===== config.mk =====
export PLATFORM = sky130hd
export DESIGN_NAME = seg7_scan_driver
export DESIGN_NICKNAME = d
export VERILOG_FILES = /design/src/rtl/seg7_scan_driver.sv
export SDC_FILE = /design/constraint.sdc
export NUM_CORES = 1
export LEC_CHECK = 0
export BUFFER_PORTS_ARGS = -buffer_cell sky130_fd_sc_hd__buf_2
export CORE_MARGIN = 2
export CORE_UTILIZATION = 45
export CTS_BUF_LIST = sky130_fd_sc_hd__clkbuf_4
export DETAILED_ROUTE_END_ITERATION = 16
export PLACE_DENSITY = 0.76
export SLEW_MARGIN = 25
export SYNTH_ARGS = -nofsm -noshare
export SYNTH_HDL_FRONTEND = slang
export SYNTH_SLANG_ARGS = --single-unit

===== constraint.sdc =====
create_clock -name clk -period 3.6 [get_ports clk]
set_input_delay 0.36 -clock clk [delete_from_list [all_inputs] [get_ports clk]]
set_output_delay 0.36 -clock clk [all_outputs]
set_load 0.03 [all_outputs]

===== src/rtl/seg7_scan_driver.sv =====
`default_nettype none
// ============================================================================
// Module   : seg7_scan_driver
// Brief    : 8-digit multiplexed seven-segment scanner with blanking gap and
//            frame-synchronous double-buffered display data.
// Revision : 1.0 - initial release
// ============================================================================
module seg7_scan_driver #(
    parameter int SCAN_DIV  = 100000,
    parameter int BLANK_CYC = 1000
) (
    input  logic        clk,
    input  logic        rst,
    input  logic        load,
    input  logic [31:0] digits_in,
    input  logic [7:0]  dp_in,
    input  logic [7:0]  digit_on,
    output logic [7:0]  seg_en,
    output logic [7:0]  seg_out,
    output logic        frame_start
);

    localparam int c_cnt_max = (SCAN_DIV > BLANK_CYC) ? SCAN_DIV : BLANK_CYC;
    localparam int c_cnt_w   = (c_cnt_max <= 2) ? 1 : $clog2(c_cnt_max);
    localparam logic [c_cnt_w-1:0] c_show_last  = c_cnt_w'(SCAN_DIV - 1);
    localparam logic [c_cnt_w-1:0] c_blank_last = c_cnt_w'((BLANK_CYC == 0) ? 0 : BLANK_CYC - 1);
    localparam bit c_no_gap = (BLANK_CYC == 0);

    typedef enum logic [0:0] {
        S_SHOW  = 1'b0,
        S_BLANK = 1'b1
    } state_t;

    state_t              r_state, w_next_state;
    logic [2:0]          r_idx, w_next_idx;
    logic [c_cnt_w-1:0]  r_cnt, w_next_cnt;
    logic                w_enter_show;
    logic                w_frame_begin;

    logic [31:0]         r_sh_dig, r_act_dig;
    logic [7:0]          r_sh_dp, r_act_dp;
    logic [7:0]          r_sh_on, r_act_on;

    logic [7:0]          w_sel;
    logic [6:0]          w_hex;

    function automatic logic [6:0] hex7(input logic [3:0] nib);
        case (nib)
            4'h0: hex7 = 7'b1111110;
            4'h1: hex7 = 7'b0110000;
            4'h2: hex7 = 7'b1101101;
            4'h3: hex7 = 7'b1111001;
            4'h4: hex7 = 7'b0110011;
            4'h5: hex7 = 7'b1011011;
            4'h6: hex7 = 7'b1011111;
            4'h7: hex7 = 7'b1110000;
            4'h8: hex7 = 7'b1111111;
            4'h9: hex7 = 7'b1111011;
            4'hA: hex7 = 7'b1110111;
            4'hB: hex7 = 7'b0011111;
            4'hC: hex7 = 7'b1001110;
            4'hD: hex7 = 7'b0111101;
            4'hE: hex7 = 7'b1001111;
            default: hex7 = 7'b1000111;
        endcase
    endfunction

    always_ff @(posedge clk or posedge rst) begin
        if (rst) begin
            r_state <= S_BLANK;
            r_idx   <= 3'd7;
            r_cnt   <= '0;
        end else begin
            r_state <= w_next_state;
            r_idx   <= w_next_idx;
            r_cnt   <= w_next_cnt;
        end
    end

    always_comb begin
        w_next_state = r_state;
        w_next_idx   = r_idx;
        w_next_cnt   = r_cnt + 1'b1;
        w_enter_show = 1'b0;
        case (r_state)
            S_SHOW: begin
                if (r_cnt == c_show_last) begin
                    w_next_cnt = '0;
                    if (c_no_gap) begin
                        w_next_idx   = r_idx + 3'd1;
                        w_enter_show = 1'b1;
                    end else begin
                        w_next_state = S_BLANK;
                    end
                end
            end
            default: begin
                if (r_cnt == c_blank_last) begin
                    w_next_state = S_SHOW;
                    w_next_idx   = r_idx + 3'd1;
                    w_next_cnt   = '0;
                    w_enter_show = 1'b1;
                end
            end
        endcase
    end

    assign w_frame_begin = w_enter_show && (w_next_idx == 3'd0);

    // Copy samples the pre-edge shadow, so a coincident load lands next frame.
    always_ff @(posedge clk or posedge rst) begin
        if (rst) begin
            r_sh_dig  <= '0;
            r_sh_dp   <= '0;
            r_sh_on   <= '0;
            r_act_dig <= '0;
            r_act_dp  <= '0;
            r_act_on  <= '0;
        end else begin
            if (load) begin
                r_sh_dig <= digits_in;
                r_sh_dp  <= dp_in;
                r_sh_on  <= digit_on;
            end
            if (w_frame_begin) begin
                r_act_dig <= r_sh_dig;
                r_act_dp  <= r_sh_dp;
                r_act_on  <= r_sh_on;
            end
        end
    end

    assign w_sel = 8'h01 << r_idx;
    assign w_hex = hex7(r_act_dig[{r_idx, 2'b00} +: 4]);

    always_ff @(posedge clk or posedge rst) begin
        if (rst) begin
            seg_en      <= '0;
            seg_out     <= '0;
            frame_start <= 1'b0;
        end else begin
            frame_start <= w_frame_begin;
            if ((r_state == S_SHOW) && r_act_on[r_idx]) begin
                seg_en  <= w_sel;
                seg_out <= {w_hex, r_act_dp[r_idx]};
            end else begin
                seg_en  <= '0;
                seg_out <= '0;
            end
        end
    end

endmodule
`default_nettype wire


==> results.sh, run 1 <==
export IMPL_cts_root_buf="clkbuf_4"
export IMPL_setup_tns_ns=0
export IMPL_status="finished, final reports clean"
export IMPL_grt_pass1_wl_um=17700
export IMPL_tightest_slew_ns=0.775
export IMPL_clock_path_buffers=2
export IMPL_end_kind="register"
export IMPL_drc_errors=0
export IMPL_cts_tree="done"
export IMPL_cp_common_cell="inv_1"
export IMPL_die_w_um=118
export IMPL_pin_count=68
export IMPL_vdd_drop_max_mv=0.238
export IMPL_htree_levels=4
export IMPL_synthToLayoutAreaGrowth_pct=15.2
export IMPL_place_area_um2=6360
export IMPL_clock_sinks=134
export IMPL_synthAdderAreaFrac=0.0277
export IMPL_multi_input_area_um2=2350
export IMPL_grt_ovfl_total=0
export IMPL_place_hpwl_um=7170
export IMPL_coreArea_um2=12700
export IMPL_ant_nets=0
export IMPL_cts_buffers=17
export IMPL_synthMuxAreaShare=0.251
export IMPL_top_layer="met4"
export IMPL_start_util=0.464
export IMPL_yosys_area_top_type="dfrtp_1"
export IMPL_worst_ep_required_time_ns=4.05
export IMPL_clock_fmax_ghz=0.340
export IMPL_rows=41
export IMPL_wl_met3_um=412
export IMPL_report_power_total_w=0.00285
export IMPL_rsz0062_at_grt="no"
export IMPL_fin_area_um2=6770
export IMPL_cp_slowest_cell="dfstp_2"
export IMPL_syn_nets=474
export IMPL_synth_warnings=0
export IMPL_slew_viol_final=0
export IMPL_avgSynthCellArea_um2=14.3
export IMPL_hold_buffers=0
export IMPL_clock_skew_ns=0.0231
export IMPL_cp_top_family="multiplexers"
export IMPL_finalSetupViolations=0
export IMPL_cts_clk_slew_worst_paths_ns=0.14
export IMPL_syn_inst=410
export IMPL_die_y_um=118
export IMPL_via_per_inst=5.01
export IMPL_worstSkewPairLatency_ns=0.54
export IMPL_synth_cell_types=46
export IMPL_yosysTopAreaCellShare=0.554
export IMPL_slew_headroom=0.481
export IMPL_ys_flop_type="dfrtp_1"
export IMPL_drt_wl_total_um=10500
export IMPL_met2_length_um=4920
export IMPL_die_area_um2=14000
export IMPL_first_global_vias=3522
export IMPL_p_leak_nw=3.33
export IMPL_path_buf_inv=2
export IMPL_n_fill_cell=1044
export IMPL_postCtsSetupBuffers=0
export IMPL_wl_met1_um=4980
export IMPL_seqCellArea_um2=3360
export IMPL_synthXorXnorAreaFrac=0.0239
export IMPL_p_per_area_nw_per_um2=421
export IMPL_synth_area_leaders="dfrtp_1 55%, mux2_2 15%, mux2_4 5.1%"
export IMPL_worst_setup_path_type="register to register"
export IMPL_crit_path_max_fanout=18
export IMPL_period_needed_ns=2.94
export IMPL_yosysSeqAreaShare=0.572
export IMPL_synth_area_um2=5880
export IMPL_layout_nets=551
export IMPL_async_reset_ff_frac=1.00
export IMPL_grt_use_total=0.160
export IMPL_ctsResizeCount=0
export IMPL_ys_seq_elements=134
export IMPL_synth_top_family_by_area="multiplexers"
export IMPL_dr_pass1_iters=4
export IMPL_start_kind="register"
export IMPL_port_buffers=67
export IMPL_synth_edf_count=0
export IMPL_drt_wirelength_per_cell_um=15.5
export IMPL_crit_chain="mux4_2, mux2i_1, inv_1, ha_1, inv_1, nor3_1, a21o_1, a221oi_1"
export IMPL_place_congestion=0.846
export IMPL_crit_arrival_ns=3.39
export IMPL_layout_drive_gt1_share=0.440
export IMPL_cap_violations=0
export IMPL_holdWs_ns=0.00632
export IMPL_hold_viol=0
export IMPL_vias=3375
export IMPL_first_iter_violations=213
export IMPL_hp_class="primary input to async pin"
export IMPL_grt_max_degree=135
export IMPL_yosys_area_share_simple=0.0737
export IMPL_synth_compound_area_share=0.0241
export IMPL_antenna_found_initial=1
export IMPL_period_share=0.817
export IMPL_worst_path_largest_cell_delay_ns=0.87
[cell usage after synthesis (3+ instances only)]
master    instances
mux2_4           20
a211oi_1          3
clkbuf_1          6
nor2_1           18
mux2_2           79
a221oi_1          3
inv_1            13
nand2_1          13
buf_6             4
and2_1            7
mux4_2           10
a21oi_1           4
nand3_1           9
ha_1             13
xnor2_1           7
dfstp_2           4
and3_1            8
dfrtp_1         130
buf_2             5
xor2_1            9
o21ai_0           5
mux2i_1           6
[cell families after synthesis]
kind of cell	count (synthesis)
multiplexers	115
buffers and inverters	33
AO/OA/AOI/OAI	21
flip-flops	134
XOR/XNOR	16
adder cells (fa/ha/maj)	13
AND/OR/NAND/NOR	78
[cell type report]
type / count / share of cell area
flip-flops and latches: 134 / 0.496
multi-input cells: 243 / 0.347
repair buffers: 77 / 0.0673
well taps: 172 / 0.0318
clock inverters: 15 / 0.0301
clock buffers: 17 / 0.0188
inverters: 14 / 0.00831
diodes: 1 / 0.000370
[worst reg2reg max path, delay by kind of cell, from the launching register on]
kind                     cells  cell delay [ns]
buffers and inverters        2             0.24
AO/OA/AOI/OAI                2             0.45
AND/OR/NAND/NOR              1             0.06
adder cells (fa/ha/maj)      1             0.26
flip-flops                   1             0.87
multiplexers                 2             0.98
[through the flow]
step	utilization	setup WS, ns	cells
CTS	0.528	0.633	665
global route	0.534	0.420	673
detailed placement	0.502	0.671	633
finish	0.534	0.658	673
floorplan	-	1.03	410
global placement	0.502	0.800	633
[state kept, by name, summed over array words and instances, names as in the netlist]
register and flops:
frame_start 1, r_act_dig 32, r_act_dp 8, r_act_on 8
r_cnt 17, r_idx 3, r_sh_dig 32, r_sh_dp 8
r_sh_on 8, r_state 1, seg_en 8, seg_out 8
[metal layers]
layer,up-vias,global-route usage
li1,1599,-
met1,1698,0.218
met2,66,0.243
met3,12,0.0463
met4,0,0.0610
met5,-,0
[cells in the final DEF, fill, tap and decap left out, drive strengths merged, types with 2 or more instances in the layout]
cell / n
a211oi: 3
a21oi: 4
a221oi: 3
and2: 7
and3: 8
and4: 2
buf: 70
bufinv: 4
clkbuf: 17
clkinv: 7
clkinvlp: 4
dfrtp: 130
dfstp: 4
dlygate4sd3: 7
ha: 13
inv: 14
mux2: 99
mux2i: 6
mux4: 10
nand2: 15
nand2b: 2
nand3: 9
nand4: 2
nor2: 18
nor2b: 2
nor3: 2
nor3b: 2
nor4: 3
nor4b: 2
o21ai: 5
or3: 2
xnor2: 7
xor2: 9
[path summary, 6_finish.rpt]
| kind | from | endpoint | slack [ns] | depth (start not counted) |
|---|---|---|---|---|
| setup reg to reg | r_idx[0] | seg_out[1] | 0.66 | 8 |
| hold / removal | rst | r_sh_on[4] | 0.006 | 3 |
| min in group clk | digits_in[27] | r_sh_dig[27] | 0.05 | 2 |
| hold reg to reg | r_sh_on[7] | r_act_on[7] | 0.51 | 1 |
| setup / recovery | r_idx[0] | seg_out[1] | 0.66 | 8 |
| max in group asynchronous | rst | r_sh_dig[4] | 3.08 | 3 |
[power breakdown]
group,internal (W),switching (W)
Clock,0.000555,0.000572
Sequential,0.00156,0.0000339
Combinational,0.0000750,0.0000586
Note: power is estimated with default switching activity, not from simulation.
==> run 2: changes to the inputs <==
- PLACE_DENSITY: 0.76 -> 0.73
- clock period: 3.6 -> 3 ns (I/O delays scaled with it)
==> run 2 against run 1 <==
Die area stayed put; combinational power rose by 52%; via count up 5.1%; cell area rose by 4.6%; worst setup slack worse by 0.22 ns; global-route usage increased by 0.65 points; critical path type unchanged; largest power group unchanged; highest routed layer unchanged.
==> results.sh, run 2 (synthesis results as in run 1) <==
export IMPL_status="finished, final reports clean"
export IMPL_period_needed_ns=2.56
export IMPL_grt_use_total=0.167
export IMPL_clock_skew_ns=0.0173
export IMPL_clock_fmax_ghz=0.390
export IMPL_start_util=0.464
export IMPL_crit_path_max_fanout=15
export IMPL_crit_chain="mux4_2, mux2i_1, inv_1, ha_1, inv_1, nor3_1, a21o_1, a221oi_1"
export IMPL_setup_tns_ns=0
export IMPL_end_kind="register"
export IMPL_met2_usage=0.263
export IMPL_cts_buffers=17
export IMPL_die_y_um=118
export IMPL_multi_input_area_um2=2350
export IMPL_rsz0062_at_grt="no"
export IMPL_worstSkewPairLatency_ns=0.55
export IMPL_drt_wirelength_per_cell_um=15.0
export IMPL_worst_ep_required_time_ns=3.45
export IMPL_layout_drive_gt1_share=0.404
export IMPL_vdd_drop_max_mv=0.235
export IMPL_grt_pass1_wl_um=18300
export IMPL_drc_errors=0
export IMPL_antenna_found_initial=1
export IMPL_hp_class="primary input to register"
export IMPL_cp_common_cell="inv_1"
export IMPL_slew_headroom=0.545
export IMPL_pre_cts_ws_ns=0.467
export IMPL_grt_max_degree=135
export IMPL_tightest_slew_ns=0.683
export IMPL_reg_top3="r_act_dig (32), r_sh_dig (32), r_cnt (17)"
export IMPL_crit_arrival_ns=3.01
export IMPL_dr_pass1_iters=5
export IMPL_hold_viol=0
export IMPL_cp_slowest_cell="dfstp_2"
export IMPL_period_share=0.854
export IMPL_via_per_inst=4.96
export IMPL_p_per_area_nw_per_um2=431
export IMPL_ctsResizeCount=0
export IMPL_setup_slack_ns=0.439
export IMPL_coreArea_um2=12700
export IMPL_worst_path_largest_cell_delay_ns=0.77
export IMPL_first_global_vias=3749
export IMPL_clock_path_buffers=2
export IMPL_die_w_um=118
export IMPL_grt_ovfl_total=0
export IMPL_place_congestion=0.769
export IMPL_cts_clk_slew_worst_paths_ns=0.11
export IMPL_cts_tree="done"
export IMPL_drt_wl_total_um=10800
export IMPL_start_kind="register"
export IMPL_n_fill_cell=1043
export IMPL_vias=3548
export IMPL_p_leak_nw=3.47
export IMPL_use_met1=0.219
export IMPL_grt_busiest_layer="met2"
export IMPL_clock_sinks=134
export IMPL_ant_nets=0
export IMPL_holdWs_ns=0.391
export IMPL_met3_usage=0.0444
export IMPL_finalSetupViolations=0
export IMPL_synthToLayoutAreaGrowth_pct=20.5
export IMPL_slew_viol_final=0
export IMPL_final_cell_mix="130 x dfrtp_1, 79 x mux2_2, 66 x buf_2"
export IMPL_worst_setup_path_type="register to register"
export IMPL_place_hpwl_um=7210
export IMPL_cap_violations=0
export IMPL_rows=41
export IMPL_seqCellArea_um2=3360
export IMPL_final_common_cell="dfrtp_1"
export IMPL_layout_nets=596
export IMPL_pin_count=68
export IMPL_postCtsSetupBuffers=0
export IMPL_cts_root_buf="clkbuf_4"
export IMPL_first_iter_violations=190
export IMPL_port_buffers=67
export IMPL_htree_levels=4
export IMPL_die_area_um2=14000
-- run 2: cell types whose count changed in the layout (fill, tap and decap cells not counted) --
cell           before  now
clkinv_1            2    3
clkinv_2            1    4
dlygate4sd3_1       7   49
clkinv_4            4    0
bufinv_16           4    0
clkbuf_4           17   22
clkinvlp_4          4    2
inv_6               2    0
buf_4               2    5
-- run 2: repair_timing --
item                                   in CTS  in global routing
endpoints found under the hold margin     173                  0
setup endpoints to repair                   0                  0
hold buffers                               49                  0
-- run 2: final cells by class --
| class | instances | area share |
|---|---|---|
| diodes | 1 | 0.000353 |
| clock buffers | 22 | 0.0233 |
| clock inverters | 7 | 0.00495 |
| inverters | 14 | 0.00795 |
| multi-input cells | 243 | 0.332 |
| flip-flops and latches | 134 | 0.474 |
| well taps | 172 | 0.0304 |
| repair buffers | 122 | 0.127 |
-- run 2: power breakdown --
group          total, W  switching, W  leakage (nW)  internal [W]
Clock          0.000940      0.000592         0.120      0.000348
Sequential      0.00191     0.0000395          1.73       0.00187
Combinational  0.000204     0.0000784          1.62      0.000126
-- run 2: final timing paths --
kind	slack (ns)	end	start	cells past startpoint
hold / removal	0.39	r_sh_dig[31]	load	2
hold reg to reg	0.50	r_act_dig[23]	r_sh_dig[23]	1
setup / recovery	0.44	seg_out[1]	r_idx[1]	8
setup reg to reg	0.44	seg_out[1]	r_idx[1]	8
max in group asynchronous	2.01	seg_out[7]	rst	4
min in group asynchronous	0.50	r_sh_dp[7]	rst	4
-- run 2: metrics by stage --
| stage | util | power (W) | instances | cell area, um^2 |
|---|---|---|---|---|
| final | 0.559 | 0.00305 | 715 | 7080 |
| after global routing | 0.559 | 0.00321 | 715 | 7080 |
| after CTS | 0.559 | 0.00309 | 714 | 7080 |
| after detailed placement | 0.504 | 0.00211 | 636 | 6390 |
| after global placement | 0.504 | 0.00210 | 636 | 6390 |
| after floorplan | - | 0.00203 | 410 | 5880 |
-- run 2: metal layers --
| metal | vias to the layer above | part of all wire |
|---|---|---|
| met5 | - | 0 |
| met4 | 0 | 0.015 |
| met3 | 15 | 0.042 |
| met2 | 73 | 0.48 |
| met1 | 1767 | 0.46 |
| li1 | 1693 | - |
-- run 2: critical path, delay by kind of cell, from the launching register on --
kind	cells	cell delay (ns)
multiplexers	2	0.76
AND/OR/NAND/NOR	1	0.07
AO/OA/AOI/OAI	2	0.41
flip-flops	1	0.77
adder cells (fa/ha/maj)	1	0.24
buffers and inverters	2	0.21
